--- src/rtl/lcd9_frame_ctrl.sv ---
// Frame controller for 9-bit SPI colour LCDs: reset, init table, window setup, then pixel streaming.
// Init runs once; later frames begin at the window setup until the next iRst.
module lcd9_frame_ctrl #(
  parameter int          CLK_DIV      = 4,
  parameter int          RST_CYCLES   = 1024,
  parameter int          DELAY_CYCLES = 256,
  parameter int          WIDTH        = 132,
  parameter int          HEIGHT       = 132,
  parameter logic [7:0]  COLMOD_VAL   = 8'h02
) (
  input  logic       iClk,
  input  logic       iRst,
  input  logic       iStart,
  input  logic [7:0] iMadctl,
  input  logic [7:0] iContrast,
  input  logic [7:0] iPixData,
  input  logic       iPixValid,
  output logic       oPixReady,
  output logic       oBusy,
  output logic       oFrameDone,
  output logic       oLcdRst,
  output logic       oLcdCs,
  output logic       oLcdSck,
  output logic       oLcdMosi
);

  // state    | meaning
  // IDLE     | waiting for iStart
  // RST_LO   | LCD reset held low for RST_CYCLES
  // RST_WT   | LCD reset released, wait RST_CYCLES, then launch the first init word
  // INIT     | sending the init command table (steps 0..10)
  // DLY      | idle gap inside the init table
  // WIN      | sending window setup and RAMWR (steps 11..17)
  // PIX      | streaming pixel words
  // DONE     | one-cycle frame-done pulse
  typedef enum logic [2:0] {
    IDLE, RST_LO, RST_WT, INIT, DLY, WIN, PIX, DONE
  } state_t;

  localparam int TOTAL = WIDTH * HEIGHT;
  localparam int CW    = $clog2(TOTAL + 1);
  localparam int MAXC  = (RST_CYCLES > DELAY_CYCLES) ? RST_CYCLES : DELAY_CYCLES;
  localparam int TW    = $clog2(MAXC + 1);
  localparam int PW    = $clog2(2 * CLK_DIV) > 0 ? $clog2(2 * CLK_DIV) : 1;

  localparam logic [CW-1:0] TOTAL_C   = CW'(TOTAL);
  localparam logic [TW-1:0] RST_LOAD  = TW'(RST_CYCLES - 1);
  localparam logic [TW-1:0] DLY_LOAD  = TW'(DELAY_CYCLES - 1);
  localparam logic [PW-1:0] PH_MID    = PW'(CLK_DIV - 1);
  localparam logic [PW-1:0] PH_END    = PW'(2 * CLK_DIV - 1);
  localparam logic [7:0]    COL_END   = 8'(WIDTH - 1);
  localparam logic [7:0]    ROW_END   = 8'(HEIGHT - 1);

  state_t        state, state_nx;
  logic [TW-1:0] timer, timer_nx;
  logic [4:0]    step, step_nx;
  logic [CW-1:0] pix_cnt, pix_nx;
  logic          init_done, init_nx;
  logic [7:0]    madctl_q, madctl_nx;
  logic [7:0]    contrast_q, contrast_nx;
  logic          lcd_rst_q, lcd_rst_nx;

  logic          ser_start;
  logic [8:0]    ser_word;
  logic          ser_ready;
  logic          ser_busy, ser_gap;
  logic [3:0]    ser_bit;
  logic [PW-1:0] ser_phase;
  logic [8:0]    ser_shift;
  logic          cs_q, sck_q, mosi_q;

  logic [8:0]    cmd_word;
  logic          cmd_delay;
  logic          pix_ready, busy, frame_done;

  // Ready in the last gap cycle so back-to-back words keep exactly CLK_DIV cycles of CS high.
  assign ser_ready = !ser_busy || (ser_gap && ser_phase == PH_MID);

  always_ff @(posedge iClk) begin
    if (iRst) begin
      ser_busy  <= 1'b0;
      ser_gap   <= 1'b0;
      ser_bit   <= 4'd0;
      ser_phase <= '0;
      ser_shift <= 9'd0;
      cs_q      <= 1'b1;
      sck_q     <= 1'b0;
      mosi_q    <= 1'b0;
    end else if (ser_start) begin
      ser_busy  <= 1'b1;
      ser_gap   <= 1'b0;
      ser_bit   <= 4'd8;
      ser_phase <= '0;
      ser_shift <= ser_word;
      cs_q      <= 1'b0;
      sck_q     <= 1'b0;
      mosi_q    <= ser_word[8];
    end else if (ser_busy) begin
      if (ser_gap) begin
        if (ser_phase == PH_MID) ser_busy <= 1'b0;
        else ser_phase <= ser_phase + 1'b1;
      end else begin
        if (ser_phase == PH_MID) sck_q <= 1'b1;
        if (ser_phase == PH_END) begin
          sck_q     <= 1'b0;
          ser_phase <= '0;
          if (ser_bit == 4'd0) begin
            cs_q    <= 1'b1;
            mosi_q  <= 1'b0;
            ser_gap <= 1'b1;
          end else begin
            ser_bit   <= ser_bit - 4'd1;
            mosi_q    <= ser_shift[7];
            ser_shift <= {ser_shift[7:0], 1'b0};
          end
        end else begin
          ser_phase <= ser_phase + 1'b1;
        end
      end
    end
  end

  always_comb begin
    cmd_word  = 9'h000;
    cmd_delay = 1'b0;
    case (step)
      5'd0:    cmd_word  = 9'h011;
      5'd1:    cmd_delay = 1'b1;
      5'd2:    cmd_word  = 9'h020;
      5'd3:    cmd_word  = 9'h03A;
      5'd4:    cmd_word  = {1'b1, COLMOD_VAL};
      5'd5:    cmd_word  = 9'h036;
      5'd6:    cmd_word  = {1'b1, madctl_q};
      5'd7:    cmd_word  = 9'h025;
      5'd8:    cmd_word  = {1'b1, contrast_q};
      5'd9:    cmd_delay = 1'b1;
      5'd10:   cmd_word  = 9'h029;
      5'd11:   cmd_word  = 9'h02B;
      5'd12:   cmd_word  = 9'h100;
      5'd13:   cmd_word  = {1'b1, ROW_END};
      5'd14:   cmd_word  = 9'h02A;
      5'd15:   cmd_word  = 9'h100;
      5'd16:   cmd_word  = {1'b1, COL_END};
      5'd17:   cmd_word  = 9'h02C;
      default: cmd_word  = 9'h000;
    endcase
  end

  always_ff @(posedge iClk) begin
    if (iRst) begin
      state      <= IDLE;
      timer      <= '0;
      step       <= 5'd0;
      pix_cnt    <= '0;
      init_done  <= 1'b0;
      madctl_q   <= 8'd0;
      contrast_q <= 8'd0;
      lcd_rst_q  <= 1'b0;
    end else begin
      state      <= state_nx;
      timer      <= timer_nx;
      step       <= step_nx;
      pix_cnt    <= pix_nx;
      init_done  <= init_nx;
      madctl_q   <= madctl_nx;
      contrast_q <= contrast_nx;
      lcd_rst_q  <= lcd_rst_nx;
    end
  end

  always_comb begin
    state_nx    = state;
    timer_nx    = timer;
    step_nx     = step;
    pix_nx      = pix_cnt;
    init_nx     = init_done;
    madctl_nx   = madctl_q;
    contrast_nx = contrast_q;
    lcd_rst_nx  = lcd_rst_q;
    ser_start   = 1'b0;
    ser_word    = cmd_word;
    pix_ready   = 1'b0;
    busy        = 1'b1;
    frame_done  = 1'b0;
    case (state)
      IDLE, DONE: begin
        busy       = 1'b0;
        frame_done = (state == DONE);
        if (iStart) begin
          madctl_nx   = iMadctl;
          contrast_nx = iContrast;
          if (init_done) begin
            state_nx = WIN;
            step_nx  = 5'd11;
            pix_nx   = '0;
          end else begin
            state_nx   = RST_LO;
            step_nx    = 5'd0;
            lcd_rst_nx = 1'b0;
            timer_nx   = RST_LOAD;
          end
        end else if (state == DONE) begin
          state_nx = IDLE;
        end
      end
      RST_LO: begin
        if (timer == '0) begin
          lcd_rst_nx = 1'b1;
          timer_nx   = RST_LOAD;
          state_nx   = RST_WT;
        end else begin
          timer_nx = timer - 1'b1;
        end
      end
      RST_WT: begin
        // Launch step 0 on terminal count so CS falls exactly RST_CYCLES after release.
        if (timer == '0) begin
          ser_start = 1'b1;
          step_nx   = 5'd1;
          state_nx  = INIT;
        end else begin
          timer_nx = timer - 1'b1;
        end
      end
      INIT, WIN: begin
        if (ser_ready) begin
          if (cmd_delay) begin
            timer_nx = DLY_LOAD;
            state_nx = DLY;
          end else begin
            ser_start = 1'b1;
            step_nx   = step + 5'd1;
            if (step == 5'd10) begin
              state_nx = WIN;
              init_nx  = 1'b1;
              pix_nx   = '0;
            end else if (step == 5'd17) begin
              state_nx = PIX;
            end
          end
        end
      end
      DLY: begin
        if (timer == '0) begin
          step_nx  = step + 5'd1;
          state_nx = INIT;
        end else begin
          timer_nx = timer - 1'b1;
        end
      end
      PIX: begin
        pix_ready = ser_ready && (pix_cnt < TOTAL_C);
        ser_word  = {1'b1, iPixData};
        if (pix_ready && iPixValid) begin
          ser_start = 1'b1;
          pix_nx    = pix_cnt + 1'b1;
        end else if (ser_ready && pix_cnt == TOTAL_C) begin
          state_nx = DONE;
        end
      end
      default: state_nx = IDLE;
    endcase
  end

  assign oPixReady  = pix_ready;
  assign oBusy      = busy;
  assign oFrameDone = frame_done;
  assign oLcdRst    = lcd_rst_q;
  assign oLcdCs     = cs_q;
  assign oLcdSck    = sck_q;
  assign oLcdMosi   = mosi_q;

endmodule

--- config.mk ---
export PLATFORM = sky130hd
export DESIGN_NAME = lcd9_frame_ctrl
export DESIGN_NICKNAME = d
export VERILOG_FILES = /design/src/rtl/lcd9_frame_ctrl.sv
export SDC_FILE = /design/constraint.sdc
export NUM_CORES = 1
export LEC_CHECK = 0
export CORE_MARGIN = 4
export CORE_UTILIZATION = 50
export DETAILED_ROUTE_END_ITERATION = 7
export PLACE_DENSITY_LB_ADDON = 0.1
export RECOVER_POWER = 100
export SLEW_MARGIN = 10
export SYNTH_ARGS = -nofsm -noshare
export SYNTH_HDL_FRONTEND = slang
export SYNTH_SLANG_ARGS = --single-unit
--- constraint.sdc ---
create_clock -name iClk -period 7 [get_ports iClk]
set_clock_uncertainty 0.2 [all_clocks]
set_input_delay 1.4 -clock iClk [delete_from_list [all_inputs] [get_ports iClk]]
set_output_delay 1.4 -clock iClk [all_outputs]
set_load 0.02 [all_outputs]
==> results.py <==
metrics = {
    "run_status": {
        "violations": "capacitance limit, slew limit",
        "outcome": "complete, but fails checks",
    },
    "critical_path": {
        "cp-start-kind": "flip-flop",
        "worst_ep_required_time_ns": 5.40,
        "crit_arrival_ns": 2.57,
        "rrSetupSlack_ns": 3.49,
        "rr_worst_depth": 8,
        "worst_path_max_delay_cell": "dfxtp_1",
        "critical_path_peak_fanout": 22,
        "critical_path_class": "flip-flop to primary output",
        "r2r-end": "ser_bit[1]$_SDFFE_PP0P_",
        "cp-end-kind": "primary output",
        "worstPathCellList": "nand3b_1, nor3_1, dlygate4sd3_1",
        "cp.buffers_inverters": 1,
        "slowest_delay_ns": 0.80,
        "rr_startpoint": "step[1]$_SDFFE_PP0P_",
        "path_delay_family": "flip-flops",
    },
    "sta": {
        "rsz0062_at_grt": "no",
        "slew_headroom": -0.5758,
        "min_period_over_period": 0.5952,
        "maxSlewViolCount": 54,
        "tightestPinTransition_ns": 2.364,
        "setup_slack_ns": 2.834,
        "finalSetupViolCount": 0,
        "fmax_mhz": 240.0,
        "setup_tns_ns": 0,
        "hold_viol_final": 0,
        "fin_crit_ns": 4.166,
    },
    "placed_design": {
        "port_buffers": 34,
        "dp_slack_ns": 3.005,
        "hpwl_mm": 6.874,
        "gp_congestion": 0.9091,
    },
    "power": {
        "p_leak_nw": 1.567,
        "ir_worst_vdd_mv": 0.2383,
        "p_per_area_nw_per_um2": 278.2,
    },
    "global_routing": {
        "grt_use_total": 0.2008,
        "grt_pass1_wl_mm": 16.41,
        "grt-ovfl-total": 0,
        "grt_max_degree": 54,
        "first_global_vias": 3403,
        "antenna_found_initial": 0,
    },
    "min_path": {
        "min_to": "timer[10]$_SDFFE_PP0P_",
        "hold_depth": 2,
        "hold_class": "flip-flop to flip-flop",
        "holdCritStartpoint": "timer[10]$_SDFFE_PP0P_",
    },
    "clock_tree": {
        "cts_resized": 0,
        "clkSinkCount": 72,
        "cts_buffers": 9,
        "post-cts-setup-buffers": 0,
        "cts_hold_buf": 0,
        "clock_latency_ns": 0.34,
        "root_buffer": "clkbuf_8",
        "htree_levels": 3,
        "clockBufferDepth": 2,
        "clk_pin_slew_ns": 0.07,
        "cts_tree": "done",
    },
    "synth": {
        "synth_fp_nets": 570,
        "syn_avg_cell_area_um2": 7.835,
        "yosysSeqAreaShare": 0.3471,
        "ys.flop_type": "dfxtp_1",
        "ys_ff_latch": 72,
        "ys_types": 67,
        "synth_cells": 530,
        "ys_warn_count": 0,
        "syn_area_um2": 4153,
        "synth_edf_count": 0,
        "async_flop_share": 0,
    },
    "run": {
        "maxCapViolCount": 1,
    },
    "routing": {
        "wl_mm": 9.871,
        "vias": 3908,
        "drc": 0,
        "drt-vias-per-instance": 6.059,
        "drt-initial-drc-count": 336,
        "drt-pass1-iter-count": 5,
        "antenna_left": 0,
        "wl_per_cell_um": 15.30,
    },
    "floorplanning": {
        "coreArea_um2": 7888,
        "die_w_um": 99.14,
        "top_level_ports": 35,
        "die_area_um2": 9828,
        "rows": 32,
        "die_h_um": 99.14,
        "start_util": 0.5265,
    },
    "layout": {
        "fillers": 746,
        "nets": 579,
        "n_antenna_cell": 0,
        "syn2layout_area_growth_pct": 11.12,
        "layout-drive-gt1-share": 0.05157,
    },
}
## cell usage in the layout, fill, tap and decap left out, types with 9 or more instances in the layout
master | synthesis | layout
nor3_1 | 23 | 23
inv_1 | 18 | 18
a211oi_1 | 23 | 23
nand2_1 | 58 | 58
ha_1 | 12 | 12
clkbuf_8 | 0 | 9
nand3_1 | 13 | 13
o21ai_0 | 25 | 25
clkdlybuf4s50_1 | 0 | 25
nor2_1 | 44 | 44
xnor2_1 | 9 | 9
a21oi_1 | 62 | 62
dfxtp_1 | 72 | 72
a311oi_1 | 10 | 11
## tightest hold or removal path, cell delays in order, from the launching register on
cell and delay [ns]:
dfxtp_1 0.32, nand2b_1 0.06, a21oi_1 0.04
## layer usage
layer | share of wire | up-vias | track usage | routed length (µm)
met5 | 0 | - | 0 | 0
met4 | 0.0096 | 0 | 0.04937 | 95
met3 | 0.050 | 10 | 0.04418 | 491
met2 | 0.46 | 99 | 0.3017 | 4539
met1 | 0.48 | 1839 | 0.2924 | 4744
li1 | - | 1960 | - | -
## metrics by stage
step / hold WS [ns] / util / total power, W / std cells / cell area, µm²
after floorplan: 0.2270 / - / 0.0009052 / 530 / 4153
after global placement: 0.2367 / 0.5666 / 0.001004 / 630 / 4469
after detailed placement: 0.2446 / 0.5666 / 0.001017 / 630 / 4469
after CTS: 0.2563 / 0.5860 / 0.001295 / 645 / 4622
final: 0.2524 / 0.5850 / 0.001284 / 645 / 4614
after global routing: 0.2687 / 0.5850 / 0.001384 / 645 / 4614
## flip-flops by register name, indices dropped and copies added (netlist names)
register and count:
ser_busy 1, init_done 1, ser_phase 3, step 5, state 3, ser_shift 8
oLcdRst 1, ser_bit 4, contrast_q 8, pix_cnt 15, ser_gap 1, oLcdSck 1
oLcdMosi 1, madctl_q 8, timer 11, oLcdCs 1
## cells by family after synthesis
logic type / count (synthesis) / share of synthesized area
fa+ha+maj: 13 / 0.03856
mux: 9 / 0.02260
buf+inv: 55 / 0.05333
xor+xnor: 13 / 0.02742
flops: 72 / 0.3471
compound gates: 170 / 0.2727
simple gates: 198 / 0.2383
## power by group
| group | total (W) | internal (W) | switching [W] |
|---|---|---|---|
| registers | 0.000565 | 0.000475 | 0.0000896 |
| clock network | 0.000274 | 0.000124 | 0.000150 |
| logic | 0.000445 | 0.000175 | 0.000271 |
| total | 0.00128 | 0.000773 | 0.000511 |
## area by class of cell
type	instances	area [µm²]	area share
Timing Repair Buffer	35	341.6	0.07402
Clock inverter	5	25.02	0.005423
Sequential cell	72	1441	0.3124
Inverter	18	67.56	0.01464
Multi-Input combinational cell	403	2484	0.5382
Tap cell	102	127.6	0.02766
Clock buffer	10	127.6	0.02766
## cells in the mapped netlist, types with 6 or more instances
library cell | number | area, µm²
a211oi_1 | 23 | 172.7
a21oi_1 | 62 | 310.3
a311oi_1 | 10 | 87.58
buf_2 | 6 | 30.03
clkbuf_1 | 26 | 97.59
dfxtp_1 | 72 | 1441
ha_1 | 12 | 150.1
inv_1 | 18 | 67.56
mux2i_1 | 6 | 60.06
nand2_1 | 58 | 217.7
nand3_1 | 13 | 65.06
nand3b_1 | 7 | 52.55
nor2_1 | 44 | 165.2
nor2b_1 | 7 | 43.79
nor3_1 | 23 | 115.1
o21ai_0 | 25 | 125.1
or3_1 | 6 | 37.54
xnor2_1 | 9 | 78.83
## how the worst max path moves through the flow
stage | startpoint | to | slack [ns] | cells after the start
5_1_grt | state[1]$_SDFFE_PP0P_ | oPixReady | 2.64 | 3
6_report | state[1]$_SDFFE_PP0P_ | oPixReady | 2.83 | 3
3_5_place_dp | iStart | step[2]$_SDFFE_PP0P_ | 3.00 | 6
3_3_place_gp | iStart | step[2]$_SDFFE_PP0P_ | 3.07 | 6
2_1_floorplan | pix_cnt[7]$_SDFFE_PP0P_ | oPixReady | 3.79 | 4
4_1_cts | state[1]$_SDFFE_PP0P_ | oPixReady | 2.88 | 3
Note: power is estimated with default switching activity, not from simulation.
